**config.mk**
```make
export PLATFORM = sky130hd
export DESIGN_NAME = score_keeper
export DESIGN_NICKNAME = d
export VERILOG_FILES = /design/src/rtl/score_keeper.sv
export SDC_FILE = /design/constraint.sdc
export NUM_CORES = 1
export LEC_CHECK = 0
export BUFFER_PORTS_ARGS = -buffer_cell sky130_fd_sc_hd__buf_2
export CAP_MARGIN = 30
export CORE_MARGIN = 2
export CORE_UTILIZATION = 55
export DETAILED_ROUTE_END_ITERATION = 7
export GPL_TIMING_DRIVEN = 1
export HOLD_SLACK_MARGIN = 0.03
export PLACE_DENSITY = 0.78
export REMOVE_ABC_BUFFERS = 1
export SLEW_MARGIN = 20
export SYNTH_ARGS = -nofsm -noshare
export SYNTH_HDL_FRONTEND = slang
export SYNTH_SLANG_ARGS = --single-unit
```
**constraint.sdc**
```tcl
create_clock -name clk -period 2.55 [get_ports clk]
set_input_delay 0.255 -clock clk [delete_from_list [all_inputs] [get_ports clk]]
set_output_delay 0.255 -clock clk [all_outputs]
set_load 0.005 [all_outputs]
```
**src/rtl/score_keeper.sv**
```systemverilog
// Score keeper for a pipe-dodging game: tracks the BCD score of the running
// game and the best score since reset, sequenced by an INITIAL/PLAY/DONE FSM.
module score_keeper #(
  parameter int HOLDOFF = 4
) (
  input  logic        clk,
  input  logic        reset,
  input  logic        Start,
  input  logic        Ack,
  input  logic        Lose,
  input  logic        Pass,
  output logic [15:0] Score,
  output logic [15:0] High,
  output logic        New_High,
  output logic        q_Initial,
  output logic        q_Play,
  output logic        q_Done
);

  // Holdoff counter must be able to hold HOLDOFF; keep at least one bit
  // so a zero holdoff still yields a legal vector.
  localparam int CntW = (HOLDOFF < 1) ? 1 : $clog2(HOLDOFF + 1);

  typedef enum logic [1:0] {
    INITIAL = 2'd0,
    PLAY    = 2'd1,
    DONE    = 2'd2
  } state_t;

  state_t          state_q;
  logic [15:0]     score_q;
  logic [15:0]     high_q;
  logic            newHigh_q;
  logic [CntW-1:0] holdoff_q;

  logic            passAccept;
  logic [15:0]     scoreInc_d;
  logic            carry;

  // A Pass counts only while playing and once the holdoff window has expired.
  always_comb begin
    passAccept = (state_q == PLAY) && Pass && (holdoff_q == '0);
  end

  // BCD increment of the score with saturation at 9999: ripple a carry from
  // the units digit upward, wrapping any 9 to 0.
  always_comb begin
    scoreInc_d = score_q;
    carry      = 1'b0;
    if (score_q != 16'h9999) begin
      carry = 1'b1;
      for (int i = 0; i < 4; i++) begin
        if (carry) begin
          if (score_q[i*4 +: 4] == 4'd9) begin
            scoreInc_d[i*4 +: 4] = 4'd0;
          end else begin
            scoreInc_d[i*4 +: 4] = score_q[i*4 +: 4] + 4'd1;
            carry = 1'b0;
          end
        end
      end
    end
  end

  // Game FSM together with score, high score, new-high flag and holdoff state.
  always_ff @(posedge clk) begin
    if (reset) begin
      state_q   <= INITIAL;
      score_q   <= 16'h0000;
      high_q    <= 16'h0000;
      newHigh_q <= 1'b0;
      holdoff_q <= '0;
    end else begin
      case (state_q)
        INITIAL: begin
          score_q   <= 16'h0000;
          newHigh_q <= 1'b0;
          holdoff_q <= '0;
          if (Start) begin
            state_q <= PLAY;
          end
        end
        PLAY: begin
          newHigh_q <= 1'b0;
          if (passAccept) begin
            score_q   <= scoreInc_d;
            holdoff_q <= CntW'(HOLDOFF);
          end else if (holdoff_q != '0) begin
            holdoff_q <= holdoff_q - CntW'(1);
          end
          if (Lose) begin
            state_q <= DONE;
          end
        end
        DONE: begin
          holdoff_q <= '0;
          if (score_q > high_q) begin
            high_q <= score_q;
          end
          if (Ack) begin
            state_q   <= INITIAL;
            score_q   <= 16'h0000;
            newHigh_q <= 1'b0;
          end else if (score_q > high_q) begin
            newHigh_q <= 1'b1;
          end
        end
        default: begin
          state_q   <= INITIAL;
          score_q   <= 16'h0000;
          newHigh_q <= 1'b0;
          holdoff_q <= '0;
        end
      endcase
    end
  end

  assign Score     = score_q;
  assign High      = high_q;
  assign New_High  = newHigh_q;
  assign q_Initial = (state_q == INITIAL);
  assign q_Play    = (state_q == PLAY);
  assign q_Done    = (state_q == DONE);

endmodule
```
==> metrics.txt, run 1 <==
Clock Skew 0.00405 ns; met1 Track Usage GR 29.2%; first-pass GRT wire length 9.37 mm; Reg clk slew, reported paths 0.07 ns; drt wl/cell 14.4 um; CTS Buf Count 5; R2R setup slack 0.41 ns; Clock Sinks 38; TritonCTS clock tree yes; CP endpoint kind register; Worst Setup Start Kind register; share of cells above drive strength 1 21.7%; post-synthesis cell area 2480 um^2; final hold violations 0; Max-slew headroom 48.6%; Cells after Synth 274; post-place setup slack 0.407 ns; status finished clean; final cell count without fillers 366; Pleak 1.28 nW; # DRC 0; Final period util 84.1%; Post-synth EDFFs 0; Via Count 2,066; final worst slack 0.406 ns; Final Max Tran Viols 0; post-synth cell types 50; Worst Hold Path EP state_q[1]; Reg-to-Reg Start Score[13]; min-delay src Lose; MaxCap Viol Count 0; HPWL Detailed 3.96 mm; Ys Warns 0; vias per inst 5.64; worst hold path stage count 3; routing usage on met3 4.50%; placed insts 360; Starting Density 57.1%; Slew @ Worst Pin 0.772 ns; CTS Hold Bufs 0; Layout Utilization 64.3%; Post-CTS Resized 0; CTS max path bufs 2; # H-tree levels 2; clock latency on the worst-skew pair 0.29 ns; GR Util met2 38.7%; DR iter-0 viols 103; Synth Area per Inst 9.07 um^2; Peak VDD IR 0.000233 V; IO Pins 42; fmax 466 MHz; async set-reset flop share out of synthesis 0%; Crit path required time 2.76 ns; Hold Crit Class in -> reg; Rows 24; port bufs 41; Antenna Violating Nets Remaining 0; Die Span X 71.2 um; pwr dens 413 nW/um^2; FF+latch count, synth 38; initial antenna violation count 0; RSZ-0062 raised after global routing no; clk root buf clkbuf_8; n_diodes 0; First-pass DRT Iterations 4; DIE AREA 5070 um^2; WS Path Type reg -> reg; total global-route track usage 22.8%; Final Power 1.16 mW; setup_tns 0 ns; Die Span Y 71.2 um; WL final 5.28 mm; WP data arrival 2.36 ns; largest net degree at the start of global routing 55; reg2reg path depth 6; Seq/Total Area, Yosys 30.6%; final setup vio count 0; nets 347; Post-synth top flop dfxtp_1; post-route minimum period 2.14 ns; Critical Path Fanout Max 13; final global-route overflow total 0; Final GP Congestion 0.801; total setup buffers inserted after CTS 0; vias in the first global route 2,075; R2R Path End High[11]; grt peak-use layer met2; Core Area 4350 um^2; Area growth syn-to-layout 12.7%
[cells in the mapped netlist (2+ instances only)]
cell	n	share of area (%)
dfxtp_1	38	31
nand2b_1	32	8.1
inv_1	27	4.1
ha_1	26	13
mux2i_1	19	7.7
a21oi_1	16	3.2
nor2_1	16	2.4
nor3_1	7	1.4
o21ai_0	7	1.4
clkbuf_1	6	0.91
or4_1	6	1.8
a211oi_1	5	1.5
nand2_1	5	0.76
nand3b_4	5	4.0
nand4_1	5	1.3
nor2b_1	5	1.3
o31ai_1	4	1.2
nand3_1	3	0.60
nor4_1	3	0.76
o2bb2ai_1	3	1.1
a21o_1	2	0.60
a31oi_1	2	0.50
buf_2	2	0.40
nor3b_1	2	0.60
o21ai_1	2	0.40
or3_1	2	0.50
[metrics by stage]
step,area (um^2),hold slack (ns)
floorplan,2410,0.324
global placement,2720,0.459
detailed placement,2720,0.479
CTS,2800,0.206
global route,2800,0.241
finish,2800,0.215
[report_power, final]
group	internal (mW)	total, mW	leakage (nW)	switching (mW)
logic	0.0560	0.136	0.935	0.0796
clock network	0.209	0.410	0.0431	0.201
registers	0.600	0.610	0.307	0.0103
[cell usage in the layout (no fill, tap or decap), types with 3 or more instances in the layout]
cell type / count
buf_2: 41
dfxtp_1: 38
nand2b_1: 32
inv_1: 27
ha_1: 26
mux2i_1: 19
nor2_1: 16
a21oi_1: 16
nor3_1: 7
o21ai_0: 7
or4_1: 6
clkbuf_8: 6
nor2b_1: 5
nand3b_4: 5
nand2_1: 5
a211oi_1: 5
nand4_1: 5
o31ai_1: 4
buf_4: 4
nor4_1: 3
o2bb2ai_1: 3
nand3_1: 3
[cells by family after synthesis]
group                      count (synthesis)  share of synthesized area, %
muxes                                     19                          7.65
and+or+nand+nor                          100                          27.0
DFF                                       38                          30.6
adders and majority gates                 26                          13.1
AOI/OAI and AO/OA                         51                          14.0
xor gates and xnor gates                   1                         0.353
buffers and inverters                     39                          7.20
[metal layers]
metal,vias up,wire [um],part of all wire [%]
li1,1045,-,-
met1,956,2380,45
met2,56,2580,49
met3,9,251,4.8
met4,0,72,1.4
met5,-,0,0
[flip-flops by register name (all words and copies together) (netlist names)]
register   flops
High          16
New_High       1
holdoff_q      3
state_q        2
Score         16
[critical path, cell delays in order (launching register included)]
cell       delay [ns]
dfxtp_1          0.39
ha_1             0.35
nand4_2          0.17
a2111oi_2        0.48
o31a_1           0.19
buf_4            0.25
mux2i_1          0.24
[area by class of cell]
type	count	area, um^2
multi-input combinational	197	1550
inverter	28	108
timing repair buffer	45	235
clock buffer	6	82.6
fill	392	1550
tap	52	65.1
sequential	38	761
[worst max path at each step]
stage                to  slack (ns)  depth (start not counted)        from
4_1_cts        High[11]        0.37                          6   Score[13]
5_1_grt        High[11]        0.25                          8     High[1]
2_1_floorplan  Score[9]        0.24                          5  state_q[1]
3_3_place_gp   High[10]        0.49                          6   Score[13]
6_report       High[11]        0.41                          6   Score[13]
3_5_place_dp   High[11]        0.41                          6   Score[13]
Power figures use the tool's default switching activity.
==> inputs of run 2 (changes only) <==
==> constraint.sdc (replaced) <==
create_clock -name clk -period 2.1 [get_ports clk]
set_input_delay 0.21 -clock clk [delete_from_list [all_inputs] [get_ports clk]]
set_output_delay 0.21 -clock clk [all_outputs]
set_load 0.005 [all_outputs]
==> run 2 against run 1 <==
  * Design area up 5.9%
  * Clock skew is essentially flat
  * Critical path depth grew 3
  * Combinational power is 32% higher
==> metrics.txt, run 2 (synthesis gave the netlist of run 1 again) <==
most common cell after layout, fill and taps aside buf_2 (unchanged); Slew @ Worst Pin 0.504 ns (was 0.772 ns); Critical-path top delay cell dfxtp_1 (was a2111oi_2); hold_ws 0.186 ns (was 0.215 ns); Critical path origin High[1] (was Score[13]); WP data arrival 2.25 ns (was 2.36 ns); Clock Skew 0.00380 ns (was 0.00405 ns); WS Path Type reg -> reg (unchanged); final hold violations 0 (unchanged); HPWL Detailed 3.98 mm (was 3.96 mm); setup_tns 0 ns (unchanged); share of cells above drive strength 1 26.0% (was 21.7%); pwr dens 510 nW/um^2 (was 413 nW/um^2); final cell count without fillers 383 (was 366); most frequent CP cell buf_4; First-pass DRT Iterations 4 (unchanged); CP endpoint kind register (unchanged); CTS max path bufs 2 (unchanged); Die Span Y 71.2 um (unchanged); placed insts 375 (was 360); port bufs 41 (unchanged); DIE AREA 5070 um^2 (unchanged); Worst Setup Start Kind register (unchanged); IO Pins 42 (unchanged); reg2reg path depth 9 (was 6); CTS Hold Bufs 0 (unchanged); clk root buf clkbuf_8 (unchanged); Final period util 96.8% (was 84.1%); worst hold path stage count 3 (unchanged); nets 362 (was 347); # DRC 0 (unchanged); Core Area 4350 um^2 (unchanged); final global-route overflow total 0 (unchanged); vias per inst 5.61 (was 5.64); clock latency on the worst-skew pair 0.29 ns (about the same); WL final 5.31 mm (was 5.28 mm); fmax 492 MHz (was 466 MHz); DR iter-0 viols 64 (was 103); Max-slew headroom 66.4% (was 48.6%); drt wl/cell 13.9 um (was 14.4 um); Peak VDD IR 0.000445 V (was 0.000233 V); post-route minimum period 2.03 ns (was 2.14 ns); Die Span X 71.2 um (unchanged); Crit path largest cell delay 0.36 ns (was 0.48 ns); n_diodes 0 (unchanged); Area growth syn-to-layout 19.4% (was 12.7%); total global-route track usage 22.1% (was 22.8%); min-delay src Lose (unchanged); CP cell instances inv_1, ha_1, nor2b_1, o211ai_1, a2111oi_4, buf_4, o31ai_1, buf_4, mux2i_1 (was ha_1, nand4_2, a2111oi_2, o31a_1, buf_4, mux2i_1); design area 2970 um^2 (was 2800 um^2); commonest cells after routing, fill and taps aside buf_2, dfxtp_1, nand2b_1, inv_1, ha_1 (unchanged); Pleak 1.39 nW (was 1.28 nW); # H-tree levels 2 (unchanged); status finished clean (unchanged); Reg clk slew, reported paths 0.08 ns (was 0.07 ns); Hold Crit Class in -> reg (unchanged); CTS Buf Count 5 (unchanged); Final GP Congestion 0.837 (was 0.801); Crit path required time 2.32 ns (was 2.76 ns); largest net degree at the start of global routing 34 (was 55); Rows 24 (unchanged); first-pass GRT wire length 9.16 mm (was 9.37 mm); Antenna Violating Nets Remaining 0 (unchanged); initial antenna violation count 0 (unchanged); MaxCap Viol Count 0 (unchanged); TritonCTS clock tree yes (unchanged); fillers 356 (was 392); Starting Density 57.1% (unchanged); Reg-to-Reg Start High[1] (was Score[13]); vias in the first global route 2,022 (was 2,075); Placed Area 2830 um^2 (was 2720 um^2); Critical Path Fanout Max 3 (was 13); final setup vio count 0 (unchanged); Final Max Tran Viols 0 (unchanged); Via Count 2,150 (was 2,066); Clock Sinks 38 (unchanged)
## run 2: stage by stage
step | power [mW] | util [%] | worst slack [ns]
floorplan | 0.863 | - | -0.206
CTS | 1.51 | 67.6 | 0.0749
global placement | 0.927 | 65.0 | 0.159
detailed placement | 0.930 | 65.0 | 0.0868
global route | 1.57 | 68.2 | -0.0234
finish | 1.51 | 68.2 | 0.0676
## run 2: final timing paths
kind                              endpoint  slack, ns
worst max-delay path               High[4]       0.07
worst min-delay path            state_q[1]       0.19
worst max register to register     High[4]       0.07
worst min register to register    New_High       0.46
## run 2: power by group
part | internal, mW | switching (mW)
registers | 0.728 | 0.0114
clock network | 0.332 | 0.262
logic | 0.0798 | 0.0997
total | 1.14 | 0.373
## run 2: routing by layer
layer / track usage [%] / share of wire [%] / vias up / wire, um
met3: 4.36 / 3.7 / 8 / 195
met5: 0 / 0 / - / 0
li1: - / - / 1086 / -
met4: 5.66 / 1.4 / 0 / 75
met2: 35.9 / 46 / 41 / 2450
met1: 30.2 / 49 / 1015 / 2580
## run 2: repair_timing
item                                    CTS  global route
setup buffers                             0             0
resized for setup                         0             4
endpoints found under the setup margin    0            12
endpoints found under the hold margin     0             0
## run 2: critical path: cells and delay by family (launching register included)
kind | cells | cell delay [ns]
AO/OA/AOI/OAI | 3 | 0.62
adder cells (fa/ha/maj) | 1 | 0.28
buffers and inverters | 3 | 0.39
flip-flops | 1 | 0.36
multiplexers | 1 | 0.18
AND/OR/NAND/NOR | 1 | 0.13
## run 2: layout make-up
cell class / instances / area, um^2 / area share, %
Timing Repair Buffer: 60 / 352 / 11.8
Inverter: 28 / 108 / 3.63
Clock buffer: 8 / 110 / 3.71
Sequential cell: 38 / 762 / 25.7
Tap cell: 52 / 65.1 / 2.19
Multi-Input combinational cell: 197 / 1570 / 53.0
==> inputs of run 3 (changes only) <==
--- a/config.mk
+++ b/config.mk
@@ -7,7 +7,7 @@
 export LEC_CHECK = 0
 export BUFFER_PORTS_ARGS = -buffer_cell sky130_fd_sc_hd__buf_2
 export CAP_MARGIN = 30
-export CORE_MARGIN = 2
+export CORE_MARGIN = 4
 export CORE_UTILIZATION = 55
 export DETAILED_ROUTE_END_ITERATION = 7
 export GPL_TIMING_DRIVEN = 1
==> run 3 against run 2 <==
  * Clock skew up 0.0029 ns
  * Routed wire length up 8.9%
  * Global-route usage down 0.47 points
  * Die area up 12%
  * Sequential cell count unchanged
  * Count of clock-buffer cells in the layout down 3
  * Maximum frequency up 0.14%
  * Power up 2.1%
  * Critical path depth unchanged
  * Combinational power up 3%
  * First-iteration DRC count up 83%
==> metrics.txt, run 3 (synthesis gave the netlist of run 1 again) <==
post-route minimum period 2.03 ns (about the same); MaxCap Viol Count 0 (unchanged); nets 367 (was 362); Reg clk slew, reported paths 0.08 ns (about the same); drt wl/cell 14.9 um (was 13.9 um); Die Span X 75.2 um (was 71.2 um); WL final 5.78 mm (was 5.31 mm); total global-route track usage 21.6% (was 22.1%); Rows 24 (unchanged); design area 3060 um^2 (was 2970 um^2); DR iter-0 viols 117 (was 64); Clock Skew 0.00666 ns (was 0.00380 ns); Net Switching 0.385 mW (was 0.373 mW); Worst Setup Start Kind register (unchanged); hold_ws 0.163 ns (was 0.186 ns); WS Path Type reg -> reg (unchanged); # H-tree levels 2 (unchanged); fmax 493 MHz (was 492 MHz); IO Pins 42 (unchanged); Clock Sinks 38 (unchanged); first-pass GRT wire length 9.38 mm (was 9.16 mm); Critical Path Fanout Max 4 (was 3); CTS Buf Count 5 (unchanged); largest net degree at the start of global routing 31 (was 34); CP endpoint kind register (unchanged); most common cell after layout, fill and taps aside buf_2 (unchanged); # DRC 0 (unchanged); Placed Area 2840 um^2 (was 2830 um^2); final setup vio count 0 (unchanged); share of cells above drive strength 1 30.7% (was 26.0%); vias in the first global route 2,109 (was 2,022); Area growth syn-to-layout 23.3% (was 19.4%); Critical-path top delay cell dfxtp_2 (was dfxtp_1); CP delay by family, top simple AND/OR/NAND/NOR gates (was compound AO/OA/AOI/OAI gates); Crit path required time 2.29 ns (was 2.32 ns); HPWL Detailed 4.18 mm (was 3.98 mm); final hold violations 0 (unchanged); Clock power frac 40.2% (was 39.2%); Final Max Tran Viols 0 (unchanged); Die Span Y 75.2 um (was 71.2 um); Antenna Violating Nets Remaining 0 (unchanged); clk root buf clkbuf_8 (unchanged); port bufs 41 (unchanged); sum of buffers and inverters on the critical path 3 (unchanged); clock latency on the worst-skew pair 0.30 ns (was 0.29 ns); DIE AREA 5660 um^2 (was 5070 um^2); Reg power frac 47.8% (was 48.9%); sw frac 25.0% (was 24.7%); CTS Hold Bufs 0 (unchanged); Final Power 1.54 mW (was 1.51 mW); pwr dens 504 nW/um^2 (was 510 nW/um^2); Slew @ Worst Pin 0.419 ns (was 0.504 ns); Peak VDD IR 0.000441 V (was 0.000445 V); Pleak 1.43 nW (was 1.39 nW); Internal 1.16 mW (was 1.14 mW); CP cell instances inv_1, ha_4, nand4_1, buf_4, nor4_4, nor2b_1, o31a_1, buf_4, mux2i_1 (was inv_1, ha_1, nor2b_1, o211ai_1, a2111oi_4, buf_4, o31ai_1, buf_4, mux2i_1); CTS max path bufs 2 (unchanged); vias per inst 5.64 (was 5.61); status finished clean (unchanged); Final period util 96.6% (was 96.8%); Core Area 4350 um^2 (unchanged); Via Count 2,188 (was 2,150); initial antenna violation count 0 (unchanged); Logic pwr share 12.0% (was 11.9%); most frequent CP cell buf_4 (unchanged); commonest cells after routing, fill and taps aside buf_2, nand2b_1, dfxtp_1, inv_1, ha_1 (was buf_2, dfxtp_1, nand2b_1, inv_1, ha_1); Max-slew headroom 71.9% (was 66.4%); Crit path largest cell delay 0.34 ns (was 0.36 ns); TritonCTS clock tree yes (unchanged); Hold Crit Class in -> reg (unchanged); First-pass DRT Iterations 4 (unchanged); n_diodes 0 (unchanged); Final GP Congestion 0.792 (was 0.837); Starting Density 57.1% (unchanged); WP data arrival 2.22 ns (was 2.25 ns); final global-route overflow total 0 (unchanged)
run 3: power by group through the flow:
| stage | sequential [mW] | clock [mW] | combinational (mW) |
|---|---|---|---|
| 2_1_floorplan | 0.756 | 0 | 0.107 |
| 3_3_place_gp | 0.755 | 0 | 0.168 |
| 3_5_place_dp | 0.755 | 0 | 0.172 |
| 4_1_cts | 0.738 | 0.627 | 0.175 |
| 5_1_grt | 0.740 | 0.654 | 0.206 |
| 6_report | 0.739 | 0.621 | 0.185 |
run 3: through the flow:
| stage | utilization [%] | std cells | setup slack, ns | setup TNS, ns |
|---|---|---|---|---|
| after floorplan | - | 263 | -0.206 | -1.41 |
| after detailed placement | 65.2 | 376 | 0.0423 | 0 |
| after global placement | 65.2 | 376 | 0.134 | 0 |
| final | 70.4 | 388 | 0.0705 | 0 |
| after global routing | 70.4 | 388 | -0.0172 | -0.0633 |
| after CTS | 68.0 | 384 | 0.0481 | 0 |
run 3: worst min-delay path, cell delays in order:
cell and delay, ns:
buf_2 0.09, a21oi_1 0.05, nor2_1 0.07
run 3: final cells by class:
class | count | area, um^2
Tap cell | 52 | 65.1
Sequential cell | 38 | 773
Timing Repair Buffer | 65 | 393
Clock buffer | 5 | 68.8
Fill cell | 360 | 1290
Clock inverter | 3 | 40.0
Inverter | 28 | 108
Multi-Input combinational cell | 197 | 1620
run 3: final timing paths:
path | from | end | slack (ns) | cells past startpoint
max reg2reg | High[6] | High[13] | 0.07 | 9
min | Lose | state_q[1] | 0.16 | 3
min reg2reg | New_High | New_High | 0.48 | 2
max | High[6] | High[13] | 0.07 | 9
run 3: timing repair:
item	in CTS	in global routing
pin swaps	0	6
resized for setup	1	19
hold endpoints to repair	0	0
gates cloned	0	1
setup endpoints to repair	1	12
buffers inserted	0	3
run 3: per-layer routing:
layer	vias up	routed length [um]	share of wire, %	track usage (%)
met4	0	129	2.2	8.74
met1	1030	2620	45	26.9
met5	-	0	0	0
met2	50	2770	48	36.7
met3	12	264	4.6	4.14
li1	1096	-	-	-
